`config.mk`:
```
export PLATFORM = sky130hd
export DESIGN_NAME = ex_hazard_ctrl_flat
export DESIGN_NICKNAME = d
export VERILOG_FILES = /design/src/rtl/ex_hazard_ctrl_if.sv /design/src/rtl/ex_hazard_ctrl.sv /design/src/flat_wrapper.sv
export SDC_FILE = /design/constraint.sdc
export NUM_CORES = 1
export LEC_CHECK = 0
export ABC_CLOCK_PERIOD_IN_PS = 2810
export CORE_MARGIN = 2
export CORE_UTILIZATION = 47
export DETAILED_ROUTE_END_ITERATION = 10
export PLACE_DENSITY = 0.81
export SLEW_MARGIN = 15
export SYNTH_ARGS = -nofsm -noshare
export SYNTH_HDL_FRONTEND = slang
export SYNTH_SLANG_ARGS = --single-unit
```
`constraint.sdc`:
```
create_clock -name clk -period 2.81 [get_ports clk]
set_clock_uncertainty 0.05 [all_clocks]
set_input_delay 0.4215 -clock clk [delete_from_list [all_inputs] [get_ports clk]]
set_output_delay 0.4215 -clock clk [all_outputs]
set_load 0.005 [all_outputs]
```
`src/rtl/ex_hazard_ctrl_if.sv`:
```
// Signal bundle between the execute-stage pipeline datapath and its hazard controller.
interface ex_hazard_ctrl_if #(
    parameter int REG_BITS = 3,
    parameter int CNT_W    = 16
);
    logic [REG_BITS-1:0] id_rs1, id_rs2, id_rs3;
    logic                id_use_rs1, id_use_rs2, id_use_rs3;
    logic [REG_BITS-1:0] ex_rs1, ex_rs2, ex_rs3;
    logic [REG_BITS-1:0] ex_rd;
    logic                ex_regwrite, ex_memread;
    logic [REG_BITS-1:0] mem_rd;
    logic                mem_regwrite, mem_memread;
    logic [REG_BITS-1:0] wb_rd;
    logic                wb_regwrite;
    logic                br_taken, mem_busy, clr_cnt;
    logic [1:0]          fwd1_sel, fwd2_sel;
    logic                fwd3_sel;
    logic                pc_write, ifid_write, idex_write, exmem_write;
    logic                ifid_flush, idex_bubble;
    logic [CNT_W-1:0]    stall_cnt, flush_cnt;

    modport master (
        output id_rs1, id_rs2, id_rs3, id_use_rs1, id_use_rs2, id_use_rs3,
               ex_rs1, ex_rs2, ex_rs3, ex_rd, ex_regwrite, ex_memread,
               mem_rd, mem_regwrite, mem_memread, wb_rd, wb_regwrite,
               br_taken, mem_busy, clr_cnt,
        input  fwd1_sel, fwd2_sel, fwd3_sel, pc_write, ifid_write, idex_write,
               exmem_write, ifid_flush, idex_bubble, stall_cnt, flush_cnt
    );

    modport slave (
        input  id_rs1, id_rs2, id_rs3, id_use_rs1, id_use_rs2, id_use_rs3,
               ex_rs1, ex_rs2, ex_rs3, ex_rd, ex_regwrite, ex_memread,
               mem_rd, mem_regwrite, mem_memread, wb_rd, wb_regwrite,
               br_taken, mem_busy, clr_cnt,
        output fwd1_sel, fwd2_sel, fwd3_sel, pc_write, ifid_write, idex_write,
               exmem_write, ifid_flush, idex_bubble, stall_cnt, flush_cnt
    );
endinterface

```
`src/rtl/ex_hazard_ctrl.sv`:
```
// Execute-stage hazard control: operand forwarding selects, load-use/store-data stalls,
// branch flush and memory-busy freeze sequencing, saturating stall/flush counters.
module ex_hazard_ctrl #(
    parameter int REG_BITS     = 3,
    parameter int FLUSH_CYCLES = 1,
    parameter int CNT_W        = 16
) (
    input logic             clk,
    input logic             reset,
    ex_hazard_ctrl_if.slave bus
);
    localparam logic [1:0] ST_RUN    = 2'd0;
    localparam logic [1:0] ST_FLUSH  = 2'd1;
    localparam logic [1:0] ST_FREEZE = 2'd2;
    localparam logic [3:0] REMAIN_INIT = 4'(FLUSH_CYCLES - 1);

    logic [1:0]       state_q, state_d, resume_q, resume_d, eff_state;
    logic [3:0]       remain_q, remain_d;
    logic [CNT_W-1:0] stall_cnt_q, stall_cnt_d, flush_cnt_q, flush_cnt_d;
    logic             hazard_ld, hazard_st, hazard;
    logic             stall_inc, flush_inc;
    logic [1:0]       fwd1_sel, fwd2_sel;
    logic             fwd3_sel;
    logic             pc_write, ifid_write, idex_write, exmem_write, ifid_flush, idex_bubble;

    // MEM result wins over WB; a load in MEM has no data yet, so only WB can supply it.
    always_comb begin
        if (bus.ex_rs1 != '0 && bus.mem_regwrite && !bus.mem_memread && bus.mem_rd == bus.ex_rs1)
            fwd1_sel = 2'd0;
        else if (bus.ex_rs1 != '0 && bus.wb_regwrite && bus.wb_rd == bus.ex_rs1)
            fwd1_sel = 2'd1;
        else
            fwd1_sel = 2'd2;

        if (bus.ex_rs2 != '0 && bus.mem_regwrite && !bus.mem_memread && bus.mem_rd == bus.ex_rs2)
            fwd2_sel = 2'd0;
        else if (bus.ex_rs2 != '0 && bus.wb_regwrite && bus.wb_rd == bus.ex_rs2)
            fwd2_sel = 2'd1;
        else
            fwd2_sel = 2'd2;

        fwd3_sel = !(bus.ex_rs3 != '0 && bus.wb_regwrite && bus.wb_rd == bus.ex_rs3);
    end

    assign hazard_ld = bus.ex_memread && bus.ex_rd != '0 &&
                       ((bus.id_use_rs1 && bus.id_rs1 == bus.ex_rd) ||
                        (bus.id_use_rs2 && bus.id_rs2 == bus.ex_rd));
    assign hazard_st = bus.ex_regwrite && bus.ex_rd != '0 && bus.id_use_rs3 && bus.id_rs3 == bus.ex_rd;
    assign hazard    = hazard_ld || hazard_st;

    // Leaving FREEZE applies the resume state's rules in the same cycle.
    assign eff_state = (state_q == ST_FREEZE) ? resume_q : state_q;

    always_comb begin
        // NOTE: every output gets a default first so no path through the case infers a latch.
        state_d     = state_q;
        resume_d    = resume_q;
        remain_d    = remain_q;
        pc_write    = 1'b1;
        ifid_write  = 1'b1;
        idex_write  = 1'b1;
        exmem_write = 1'b1;
        ifid_flush  = 1'b0;
        idex_bubble = 1'b0;
        stall_inc   = 1'b0;
        flush_inc   = 1'b0;

        if (bus.mem_busy) begin
            pc_write    = 1'b0;
            ifid_write  = 1'b0;
            idex_write  = 1'b0;
            exmem_write = 1'b0;
            state_d     = ST_FREEZE;
            resume_d    = eff_state;
        end else if (eff_state == ST_FLUSH) begin
            ifid_flush  = 1'b1;
            idex_bubble = 1'b1;
            remain_d    = remain_q - 4'd1;
            state_d     = (remain_q == 4'd1) ? ST_RUN : ST_FLUSH;
        end else begin
            state_d = ST_RUN;
            if (bus.br_taken) begin
                ifid_flush  = 1'b1;
                idex_bubble = 1'b1;
                flush_inc   = 1'b1;
                if (FLUSH_CYCLES > 1) begin
                    state_d  = ST_FLUSH;
                    remain_d = REMAIN_INIT;
                end
            end else if (hazard) begin
                pc_write    = 1'b0;
                ifid_write  = 1'b0;
                idex_bubble = 1'b1;
                stall_inc   = 1'b1;
            end
        end

        if (reset) begin
            pc_write    = 1'b1;
            ifid_write  = 1'b1;
            idex_write  = 1'b1;
            exmem_write = 1'b1;
            ifid_flush  = 1'b0;
            idex_bubble = 1'b0;
        end
    end

    always_comb begin
        stall_cnt_d = stall_cnt_q;
        flush_cnt_d = flush_cnt_q;
        if (bus.clr_cnt) begin
            stall_cnt_d = '0;
            flush_cnt_d = '0;
        end else begin
            if (stall_inc && stall_cnt_q != '1) stall_cnt_d = stall_cnt_q + CNT_W'(1);
            if (flush_inc && flush_cnt_q != '1) flush_cnt_d = flush_cnt_q + CNT_W'(1);
        end
    end

    always_ff @(posedge clk or posedge reset) begin
        // NOTE: non-blocking assignments so every register samples pre-edge values.
        if (reset) begin
            state_q     <= ST_RUN;
            resume_q    <= ST_RUN;
            remain_q    <= 4'd0;
            stall_cnt_q <= '0;
            flush_cnt_q <= '0;
        end else begin
            state_q     <= state_d;
            resume_q    <= resume_d;
            remain_q    <= remain_d;
            stall_cnt_q <= stall_cnt_d;
            flush_cnt_q <= flush_cnt_d;
        end
    end

    assign bus.fwd1_sel    = fwd1_sel;
    assign bus.fwd2_sel    = fwd2_sel;
    assign bus.fwd3_sel    = fwd3_sel;
    assign bus.pc_write    = pc_write;
    assign bus.ifid_write  = ifid_write;
    assign bus.idex_write  = idex_write;
    assign bus.exmem_write = exmem_write;
    assign bus.ifid_flush  = ifid_flush;
    assign bus.idex_bubble = idex_bubble;
    assign bus.stall_cnt   = stall_cnt_q;
    assign bus.flush_cnt   = flush_cnt_q;
endmodule

```
`src/flat_wrapper.sv`:
```
// flat-port wrapper written by rule: the top's interface ports become plain ports
module ex_hazard_ctrl_flat 
#(
    parameter int REG_BITS     = 3,
    parameter int FLUSH_CYCLES = 1,
    parameter int CNT_W        = 16
)
  (clk, reset, bus_id_rs1, bus_id_rs2, bus_id_rs3, bus_id_use_rs1, bus_id_use_rs2, bus_id_use_rs3, bus_ex_rs1, bus_ex_rs2, bus_ex_rs3, bus_ex_rd, bus_ex_regwrite, bus_ex_memread, bus_mem_rd, bus_mem_regwrite, bus_mem_memread, bus_wb_rd, bus_wb_regwrite, bus_br_taken, bus_mem_busy, bus_clr_cnt, bus_fwd1_sel, bus_fwd2_sel, bus_fwd3_sel, bus_pc_write, bus_ifid_write, bus_idex_write, bus_exmem_write, bus_ifid_flush, bus_idex_bubble, bus_stall_cnt, bus_flush_cnt);
  ex_hazard_ctrl_if #(.REG_BITS(REG_BITS), .CNT_W(CNT_W)) bus_i ();
  input logic clk;
  input logic reset;
  input wire logic [$bits(bus_i.id_rs1)-1:0] bus_id_rs1;
  input wire logic [$bits(bus_i.id_rs2)-1:0] bus_id_rs2;
  input wire logic [$bits(bus_i.id_rs3)-1:0] bus_id_rs3;
  input wire logic [$bits(bus_i.id_use_rs1)-1:0] bus_id_use_rs1;
  input wire logic [$bits(bus_i.id_use_rs2)-1:0] bus_id_use_rs2;
  input wire logic [$bits(bus_i.id_use_rs3)-1:0] bus_id_use_rs3;
  input wire logic [$bits(bus_i.ex_rs1)-1:0] bus_ex_rs1;
  input wire logic [$bits(bus_i.ex_rs2)-1:0] bus_ex_rs2;
  input wire logic [$bits(bus_i.ex_rs3)-1:0] bus_ex_rs3;
  input wire logic [$bits(bus_i.ex_rd)-1:0] bus_ex_rd;
  input wire logic [$bits(bus_i.ex_regwrite)-1:0] bus_ex_regwrite;
  input wire logic [$bits(bus_i.ex_memread)-1:0] bus_ex_memread;
  input wire logic [$bits(bus_i.mem_rd)-1:0] bus_mem_rd;
  input wire logic [$bits(bus_i.mem_regwrite)-1:0] bus_mem_regwrite;
  input wire logic [$bits(bus_i.mem_memread)-1:0] bus_mem_memread;
  input wire logic [$bits(bus_i.wb_rd)-1:0] bus_wb_rd;
  input wire logic [$bits(bus_i.wb_regwrite)-1:0] bus_wb_regwrite;
  input wire logic [$bits(bus_i.br_taken)-1:0] bus_br_taken;
  input wire logic [$bits(bus_i.mem_busy)-1:0] bus_mem_busy;
  input wire logic [$bits(bus_i.clr_cnt)-1:0] bus_clr_cnt;
  output wire logic [$bits(bus_i.fwd1_sel)-1:0] bus_fwd1_sel;
  output wire logic [$bits(bus_i.fwd2_sel)-1:0] bus_fwd2_sel;
  output wire logic [$bits(bus_i.fwd3_sel)-1:0] bus_fwd3_sel;
  output wire logic [$bits(bus_i.pc_write)-1:0] bus_pc_write;
  output wire logic [$bits(bus_i.ifid_write)-1:0] bus_ifid_write;
  output wire logic [$bits(bus_i.idex_write)-1:0] bus_idex_write;
  output wire logic [$bits(bus_i.exmem_write)-1:0] bus_exmem_write;
  output wire logic [$bits(bus_i.ifid_flush)-1:0] bus_ifid_flush;
  output wire logic [$bits(bus_i.idex_bubble)-1:0] bus_idex_bubble;
  output wire logic [$bits(bus_i.stall_cnt)-1:0] bus_stall_cnt;
  output wire logic [$bits(bus_i.flush_cnt)-1:0] bus_flush_cnt;
  assign bus_i.id_rs1 = bus_id_rs1;
  assign bus_i.id_rs2 = bus_id_rs2;
  assign bus_i.id_rs3 = bus_id_rs3;
  assign bus_i.id_use_rs1 = bus_id_use_rs1;
  assign bus_i.id_use_rs2 = bus_id_use_rs2;
  assign bus_i.id_use_rs3 = bus_id_use_rs3;
  assign bus_i.ex_rs1 = bus_ex_rs1;
  assign bus_i.ex_rs2 = bus_ex_rs2;
  assign bus_i.ex_rs3 = bus_ex_rs3;
  assign bus_i.ex_rd = bus_ex_rd;
  assign bus_i.ex_regwrite = bus_ex_regwrite;
  assign bus_i.ex_memread = bus_ex_memread;
  assign bus_i.mem_rd = bus_mem_rd;
  assign bus_i.mem_regwrite = bus_mem_regwrite;
  assign bus_i.mem_memread = bus_mem_memread;
  assign bus_i.wb_rd = bus_wb_rd;
  assign bus_i.wb_regwrite = bus_wb_regwrite;
  assign bus_i.br_taken = bus_br_taken;
  assign bus_i.mem_busy = bus_mem_busy;
  assign bus_i.clr_cnt = bus_clr_cnt;
  assign bus_fwd1_sel = bus_i.fwd1_sel;
  assign bus_fwd2_sel = bus_i.fwd2_sel;
  assign bus_fwd3_sel = bus_i.fwd3_sel;
  assign bus_pc_write = bus_i.pc_write;
  assign bus_ifid_write = bus_i.ifid_write;
  assign bus_idex_write = bus_i.idex_write;
  assign bus_exmem_write = bus_i.exmem_write;
  assign bus_ifid_flush = bus_i.ifid_flush;
  assign bus_idex_bubble = bus_i.idex_bubble;
  assign bus_stall_cnt = bus_i.stall_cnt;
  assign bus_flush_cnt = bus_i.flush_cnt;
  ex_hazard_ctrl #(.REG_BITS(REG_BITS), .FLUSH_CYCLES(FLUSH_CYCLES), .CNT_W(CNT_W)) u_core (.clk(clk), .reset(reset), .bus(bus_i));
endmodule
```
# After elaboration in Yosys (flattened, before gate mapping)
# Index checks and enable logic that the tools add are counted.
# word_totals
register_bits	40
wordCells	87
inputBits	40
# classes
bitwise	1
n_eq_ne	13
mux	33
n_reduce_logical	32
n_addsub	3
# ops
operator	count
$mux W16	4
$add A16 B1 Y16 const B	2
$ne A16 B16 Y1 const B	2
$eq A3 B3 Y1	8
$mux W1	22
$logic_and A1 B1 Y1	21
$mux W2	7
$reduce_bool A3 Y1	4
$eq A4 B1 Y1 const B	1
$reduce_bool A2 Y1	2
$sub A4 B1 Y4 const B	1
$eq A2 B1 Y1 const B	1
$eq A2 B2 Y1 const B	1
$logic_not A1 Y1	2
$logic_or A1 B1 Y1	2
$reduce_and A2 Y1	1
$not A1 Y1	1

# Longest topological paths before layout
# Gate-level depths: netlist (run 1).
# depth
ltp_word	12
mapped_depth	8
ltp_nobuf	6

# Worst setup path after synthesis (run 1)
# OpenSTA, ideal clock, no wires.
# synth_timing
path_type	input to output
from	input bus_ex_rd[0]
to	output bus_pc_write
cell_stages	8
arrival_ns	1.893
required_ns	2.339
slack_ns	0.445
path_cell_list	xor2_1 nor4_2 o31ai_1 buf_2 buf_2 nor4_1 o21ai_1 buf_4
# synth_between
elab_chain_cells	10
# synth_lines
element	line	source
start: declaration	flat_wrapper.sv:21	input wire logic [$bits(bus_i.ex_rd)-1:0] bus_ex_rd;
$eq A3 B3 Y1, or another cell as far along	ex_hazard_ctrl.sv:46	((bus.id_use_rs1 && bus.id_rs1 == bus.ex_rd) ||
$logic_and A1 B1 Y1 (on tied branches)	ex_hazard_ctrl.sv:46, ex_hazard_ctrl.sv:47, ex_hazard_ctrl.sv:48	
$logic_or A1 B1 Y1 or $logic_and A1 B1 Y1 (tied branches)	ex_hazard_ctrl.sv:46, ex_hazard_ctrl.sv:48	
$logic_and A1 B1 Y1 (on tied branches)	ex_hazard_ctrl.sv:45, ex_hazard_ctrl.sv:48	
$logic_or A1 B1 Y1 *	ex_hazard_ctrl.sv:49	assign hazard = hazard_ld || hazard_st;
$mux W1 * (5 in a row)	--	
end: declaration	flat_wrapper.sv:35	output wire logic [$bits(bus_i.pc_write)-1:0] bus_pc_write;
# Every way passes the cells marked *; elsewhere a longest branch is shown, timed or not.

# Worst setup path after layout (run 1)
# layout_timing
from	input bus_mem_rd[2]
to	output bus_fwd1_sel[1]
# layout_between
elab_chain_cells	3
# layout_lines
element	line	source
start: declaration	flat_wrapper.sv:24	input wire logic [$bits(bus_i.mem_rd)-1:0] bus_mem_rd;
$eq A3 B3 Y1	ex_hazard_ctrl.sv:28	if (bus.ex_rs1 != '0 && bus.mem_regwrite && !bus.mem_memread && bus.mem_rd == bus.ex_rs1)
$logic_and A1 B1 Y1	ex_hazard_ctrl.sv:28	
$mux W2	ex_hazard_ctrl.sv:28	
end: declaration	flat_wrapper.sv:32	output wire logic [$bits(bus_i.fwd1_sel)-1:0] bus_fwd1_sel;
# No other way between the ends.

==> results of run 1 <==
[worst max-delay path: stages]
cell and delay (ps):
clkdlybuf4s50_1 440, buf_4 170, xnor2_1 110, and3_1 180
o21ai_1 160, nor2b_1 180, clkdlybuf4s50_1 510
[worst paths after layout]
| kind | from | end | cells past startpoint |
|---|---|---|---|
| max | bus_mem_rd[2] | bus_fwd1_sel[1] | 7 |
| min | u_core.remain_q[2] | u_core.remain_q[2] | 1 |
| max reg2reg | u_core.bus.stall_cnt[0] | u_core.bus.stall_cnt[12] | 6 |
| min reg2reg | u_core.remain_q[2] | u_core.remain_q[2] | 1 |
| max in group asynchronous | reset | u_core.bus.flush_cnt[15] | 3 |
| min in group asynchronous | reset | u_core.bus.stall_cnt[7] | 3 |
[cell families after synthesis]
kind of cell               synth area share (%)
adders and majority gates                 1.891
buffers and inverters                     4.161
and+or+nand+nor                           27.71
muxes                                    0.8038
DFF                                       37.83
xor gates and xnor gates                  11.91
AOI/OAI and AO/OA                         15.70
[synthesized netlist by cell type, drive strengths merged]
library cell,number,area share (%)
a2111oi,4,2.7
nor2b,4,0.95
or3,7,1.7
nor4,8,2.8
o21ai,12,2.3
mux2i,1,0.38
mux2,1,0.43
or4,10,2.8
nand2,16,2.3
o41a,1,0.43
a21oi,23,4.3
inv,10,1.4
and2,3,0.71
nor3,9,2.1
nor3b,2,0.57
ha,4,1.9
and4,4,1.3
nand4,8,1.9
nor4bb,1,0.38
o31a,1,0.33
and3,5,1.2
buf,9,2.0
xnor2,20,6.6
a211oi,6,1.9
nor2,29,4.1
clkbuf,5,0.71
o31ai,12,3.4
nor4b,1,0.57
nand3,19,3.6
xor2,16,5.3
nand2b,1,0.24
dfrtp,40,38
o21bai,1,0.28
or4b,1,0.52
[sequential cells by signal, summed over array words and instances (netlist names)]
name and cells:
u_core.bus.flush_cnt 16, u_core.bus.stall_cnt 16, u_core.remain_q 4, u_core.resume_q 2
u_core.state_q 2
[area by class of cell]
type                            count  share of cell area, %
Multi-Input combinational cell    230                  42.65
Sequential cell                    40                  26.80
Timing Repair Buffer               91                  23.75
Clock buffer                        7                  2.580
Tap cell                           72                  2.412
Inverter                           10                  1.005
Clock inverter                      1                 0.8040
[through the flow]
stage / power, uW / area, um2 / hold WS [ps]
after floorplan: 791.4 / 2646 / 395.9
after global placement: 908.3 / 3557 / 411.5
after detailed placement: 919.2 / 3557 / 436.2
after CTS: 1426 / 3677 / 457.2
after global routing: 1496 / 3735 / 481.0
final: 1425 / 3735 / 462.7
[per-layer routing]
| metal | wire length (um) | track usage, % |
|---|---|---|
| met3 | 276 | 3.864 |
| met4 | 63 | 4.310 |
| met5 | 0 | 0 |
| met1 | 2719 | 26.82 |
| met2 | 3456 | 39.83 |
[power by group through the flow]
stage,logic (uW),clock network (uW),registers (uW)
floorplan,148,0,643
global placement,259,0,650
detailed placement,270,0,649
CTS,269,517,640
global route,308,543,645
finish,275,509,641
[what timing repair did]
action                     in CTS  in global routing
setup endpoints to repair       3                  4
setup buffers                   0                  0
gates cloned                    0                  0
pin swaps                       2                  3
resized for setup               5                  9
==> run metrics, run 1 <==
status=completed; Clk pwr share=35.7%; DR WL/cell=14.45 um; Reg2Reg Setup Slack=460 ps; Reg clk slew, reported paths=70 ps; Slew Viols, Final=0; TritonCTS Sinks=40; FP Rows=27; final cell count without fillers=451; WP data required=2340 ps; IO Port Bufs=82; Total GRT Usage=21.76%; Reg power frac=45.0%; CTS tree=done; Avg Cell Area, Syn=9.001 um2; sequential area share after synthesis=37.83%; Pleak=0.001403 uW; P_int=1062 uW; area of the multi-input gates=1593 um2; placed instance count=443; most frequent cells in the layout=75 x clkdlybuf4s50_1, 40 x dfrtp_1, 29 x nor2_1, 23 x a21oi_1, 20 x xnor2_1; # H-tree levels=2; Final WS setup=161.9 ps; worst-path fanout max=4; share of layout cells above drive strength 1=8.971%; Die Span Y=79.04 um; Worst setup EP type=primary output; max-cap viol count=0; sw power=363.1 uW; fillers=446; YS warnings=0; Syn Nets=338; initial DRC count=144; arrival time worst endpoint=2180 ps; first-pass GRT wire length=11030 um; most common cell after layout, fill and taps aside=clkdlybuf4s50_1; Worst VDD drop=0.2505 mV; Sw Share=25.49%; Setup CP Type=primary input to primary output; largest net degree at the start of global routing=29; logic gate share of total power=19.3%; pre-CTS WS=-183.8 ps; Routed Antenna Nets=0; I/O Pins=83; Worst setup SP type=primary input; Syn Inst Count=294; routed wire length=6516 um; Area Growth Syn to Fin=41.13%; CTS buffer count=5; Initial Utilization=48.35%; Final Hold Violating Endpoints=0; power density cells=381.4 nW/um2; Cell Area, Synth=2646 um2; HPWL after DPL=4966 um; Slew HR=35.98%; Tmin final=2648 ps; worst-margin pin slew=952.1 ps; Via density=5.596; sequential standard cell area=1001 um2; grt total ovfl=0; DRT Pass-1 Iters=4; clk_lat worst skew=290 ps; count of nets after finishing=422; initial antenna violation count=0; via count=2524; core area=5473 um2; final setup TNS=0 ps; Worst Hold Class=flop to flop; full die area=6247 um2; vias in the first global route=2406; # diodes=0; die span in x=79.04 um; placer congestion estimate=0.8454; f_max=377.6 MHz; flops & latches, synth=40; cts hold-fix bufs=0; Tcrit/Tclk final=94.24%; drt drc=0; unrepaired setup endpoints after global routing=false; Root Buffer=clkbuf_8; post-route core utilization=68.24%; CTS max path bufs=2; number of distinct library cells after synthesis=42; Final setup viols=0
No activity file was read; power rests on OpenSTA's default activity.
==> run 2, diff against run 1 <==
Settings changed: CTS_CLUSTER_DIAMETER set to 200, PLACE_DENSITY 0.81 to 0.82.
==> run 2 against run 1 <==
  * Cell area shrank 0.80%
  * Routed wire length grew 1.4%
  * First-iteration DRC count shrank 14%
  * Core utilization shrank 0.55 points
  * Via count grew 0.63%
  * Register-to-register slack gained 60 ps
  * Worst hold slack lost 30 ps
  * Global-route usage grew 0.53 points
==> run metrics, run 2 (synthesis results as in run 1) <==
status=completed; critical-path cell list=nor4bb_1 -> nor3_2 -> nor3_1 -> clkdlybuf4s50_1; most frequent cells in the layout=75 x clkdlybuf4s50_1, 40 x dfrtp_1, 29 x nor2_1, 23 x a21oi_1, 20 x xnor2_1; Final Hold Violating Endpoints=0; largest net degree at the start of global routing=41; Tmin final=2691 ps; Worst Hold Class=flop to flop; post-route core utilization=67.70%; IO Port Bufs=82; Total GRT Usage=22.29%; Worst VDD drop=0.2355 mV; core area=5473 um2; cts hold-fix bufs=0; Slew Viols, Final=0; # H-tree levels=2; Routed Antenna Nets=0; clk_lat worst skew=290 ps; Slew HR=42.08%; max incr delay on CP=550 ps; die span in x=79.04 um; initial antenna violation count=0; CTS buffer count=5; CTS tree=done; via count=2540; Final setup viols=0; worst-path fanout max=7; Reg clk slew, reported paths=80 ps; hold_ws=432.4 ps; placer congestion estimate=0.8387; Worst setup EP type=primary output; # diodes=0; Root Buffer=clkbuf_8; unrepaired setup endpoints after global routing=true; full die area=6247 um2; max-cap viol count=0; initial DRC count=124; Setup CP Type=flop to primary output; count of nets after finishing=426; most common cell after layout, fill and taps aside=clkdlybuf4s50_1; Tcrit/Tclk final=95.76%; slowest CP cell=nor4bb_1; worst-margin pin slew=861.5 ps; Die Span Y=79.04 um; DRT Pass-1 Iters=4; CTS max path bufs=2; Pleak=0.001403 uW; fillers=461; f_max=371.6 MHz; Initial Utilization=48.35%; share of layout cells above drive strength 1=9.399%; Area Growth Syn to Fin=40.00%; power density cells=372.3 nW/um2; grt total ovfl=0; routed wire length=6609 um; Worst setup SP type=flop; vias in the first global route=2485; I/O Pins=83; FP Rows=27; HPWL after DPL=4900 um; drt drc=0; DR WL/cell=14.53 um; Via density=5.582; arrival time worst endpoint=2220 ps; TritonCTS Sinks=40; WP data required=2340 ps; first-pass GRT wire length=11180 um
-- run 2: worst paths after layout --
| path | cells past startpoint | startpoint | endpoint | slack (ps) |
|---|---|---|---|---|
| max in group asynchronous | 3 | reset | u_core.bus.flush_cnt[15] | 1720 |
| worst min-delay path | 1 | u_core.remain_q[3] | u_core.remain_q[3] | 430 |
| worst max register to register | 6 | u_core.state_q[1] | u_core.bus.flush_cnt[15] | 520 |
| worst min register to register | 1 | u_core.remain_q[3] | u_core.remain_q[3] | 430 |
| worst max-delay path | 4 | u_core.state_q[0] | bus_ifid_flush | 120 |
| min in group asynchronous | 3 | reset | u_core.bus.flush_cnt[9] | 640 |
-- run 2: where the power goes --
| group | internal, uW | switching, uW |
|---|---|---|
| logic | 139 | 133 |
| registers | 609 | 30.2 |
| clock network | 264 | 205 |
-- run 2: worst max-delay path, delay by kind of cell (launching register included) --
kind / cells / cell delay [ps]
flip-flops: 1 / 420
buffers and inverters: 1 / 540
AND/OR/NAND/NOR: 3 / 970
-- run 2: what timing repair did --
action	4_1_cts	5_1_grt
buffers inserted	1	2
gates resized for setup	5	4
pin swaps	1	3
cloned	0	0
setup endpoints to repair	3	3
-- run 2: final cells by class --
type                    instances  area, um2  area share (%)
clock buffers                   6      72.57           1.959
clock inverters                 2      35.03          0.9456
multi-input cells             230       1551           41.88
inverters                      10      37.54           1.013
well taps                      72      90.09           2.432
repair buffers                 95      917.1           24.76
flip-flops and latches         40       1001           27.02
-- run 2: through the flow --
stage	power, uW	TNS (ps)	area (um2)	setup WS (ps)	cells
final	1379	0	3705	119.3	455
after global routing	1451	-55.30	3705	-20.22	455
after CTS	1386	0	3674	11.15	453
after detailed placement	919.1	-474.6	3565	-182.5	444
after global placement	909.8	-305.3	3565	-119.4	444
after floorplan	791.4	0	2646	445.4	294
-- run 2: per-layer routing --
metal,global-route usage (%),vias to the layer above,wire [um]
li1,-,1251,-
met1,27.75,1219,2789
met2,38.31,63,3435
met3,4.432,7,288
met4,8.103,0,96
met5,0,-,0
==> run 3, diff against run 2 <==
Settings changed: ABC_CLOCK_PERIOD_IN_PS 2810 to not set, CORE_ASPECT_RATIO set to 0.5.
==> run 3 against run 2 <==
  * Largest power group unchanged
  * Core utilization grew 0.61 points
  * Critical path depth grew 4
  * Flip-flop and latch count is the same
  * Via count grew 3.0%
  * Sequential share of layout area shrank 0.22 points
  * Non-clock buffer count shrank 3
  * Clock power grew 19%
  * Worst setup slack lost 10 ps
  * Cell area grew 0.81%
  * Clock-buffer cell count shrank 1
  * Largest cell class unchanged
==> run metrics, run 3 (synthesis results as in run 1) <==
vias in the first global route=2477; slowest CP cell=clkdlybuf4s50_1; max incr delay on CP=480 ps; count of nets after finishing=423; hold_ws=429.6 ps; drt drc=0; full die area=6283 um2; FP Rows=19; Routed Antenna Nets=0; routed wire length=6926 um; initial DRC count=100; Die Span Y=57.06 um; f_max=370.2 MHz; worst-margin pin slew=953.4 ps; fillers=429; unrepaired setup endpoints after global routing=false; # diodes=0; power density cells=395.0 nW/um2; pre-CTS WS=-165.3 ps; Root Buffer=clkbuf_16; Area Growth Syn to Fin=41.13%; Tcrit/Tclk final=96.12%; Area after DPL=3558 um2; via count=2617; final setup TNS=0 ps; grt total ovfl=0; Final Hold Violating Endpoints=0; status=completed; initial antenna violation count=0; area of the multi-input gates=1564 um2; I/O Pins=83; CP most frequent cell=nor4_2; HPWL after DPL=4995 um; post-route design area=3735 um2; Slew Viols, Final=0; largest net degree at the start of global routing=23; Initial Utilization=48.40%; Worst setup EP type=primary output; first-pass GRT wire length=10990 um; Reg clk slew, reported paths=60 ps; # H-tree levels=2; CTS buffer count=5; Pleak=0.001418 uW; most frequent cells in the layout=74 x clkdlybuf4s50_1, 40 x dfrtp_1, 29 x nor2_1, 23 x a21oi_1, 20 x xnor2_1; arrival time worst endpoint=2230 ps; Slew HR=35.90%; TritonCTS Sinks=40; Reg2Reg Setup Slack=570 ps; CTS max path bufs=2; die span in x=110.1 um; IO Port Bufs=82; Setup CP Type=primary input to primary output; share of layout cells above drive strength 1=9.474%; DRT Pass-1 Iters=4; Via density=5.777; core area=5468 um2; Final WS setup=109.0 ps; placer congestion estimate=0.8278; most common cell after layout, fill and taps aside=clkdlybuf4s50_1; Tmin final=2701 ps; max-cap viol count=0; sequential standard cell area=1001 um2; Worst Hold Class=flop to flop; worst-path fanout max=2; Worst VDD drop=0.2429 mV; WP data required=2340 ps; Final setup viols=0; critical-path cell list=clkdlybuf4s50_1 -> xor2_1 -> nor4_2 -> o31ai_2 -> buf_4 -> nor4_2 -> o21ai_1 -> dlygate4sd2_1; DR WL/cell=15.29 um; Total GRT Usage=22.30%; Worst setup SP type=primary input; CTS tree=done; clk_lat worst skew=290 ps
-- run 3: where the power goes --
| part | total (uW) | switching [uW] | internal [uW] |
|---|---|---|---|
| combinational | 274 | 136 | 138 |
| sequential | 641 | 30.8 | 610 |
| clock | 560 | 233 | 327 |
| total | 1480 | 400 | 1070 |
-- run 3: path summary, 6_finish.rpt --
check                           cells after the start                        to               start
worst max-delay path                                8              bus_pc_write       bus_id_rs2[1]
worst min-delay path                                1        u_core.remain_q[3]  u_core.remain_q[3]
worst max register to register                      6  u_core.bus.stall_cnt[10]   u_core.state_q[1]
worst min register to register                      1        u_core.remain_q[3]  u_core.remain_q[3]
max in group asynchronous                           3   u_core.bus.stall_cnt[2]               reset
min in group asynchronous                           3         u_core.state_q[1]               reset
-- run 3: stage by stage --
stage / instances / util (%) / total power (uW)
after floorplan: 294 / - / 791.4
after global placement: 444 / 65.08 / 901.9
after detailed placement: 444 / 65.08 / 920.3
after CTS: 453 / 67.73 / 1480
after global routing: 453 / 68.31 / 1539
final: 453 / 68.31 / 1475
-- run 3: area by class of cell --
type	instances	area share [%]
Multi-Input combinational cell	230	41.88
Sequential cell	40	26.80
Timing Repair Buffer	92	24.02
Clock buffer	5	3.350
Tap cell	73	2.446
Inverter	10	1.005
Clock inverter	3	0.5025
-- run 3: timing repair --
item                                    4_1_cts  5_1_grt
endpoints found under the setup margin        3        4
hold buffers                                  0        0
pin swaps                                     3        3
resized for setup                             5        7
setup buffers                                 1        0
-- run 3: critical path: cells and delay by family --
kind / cells / cell delay [ps]
buffers and inverters: 3 / 940
AOI/OAI and AO/OA: 2 / 550
xor gates and xnor gates: 1 / 210
and+or+nand+nor: 2 / 120
-- run 3: routing by layer --
metal	global-route usage, %	routed length, um
met1	25.26	2755
met2	41.63	3548
met3	4.914	522
met4	7.857	99
met5	0	0
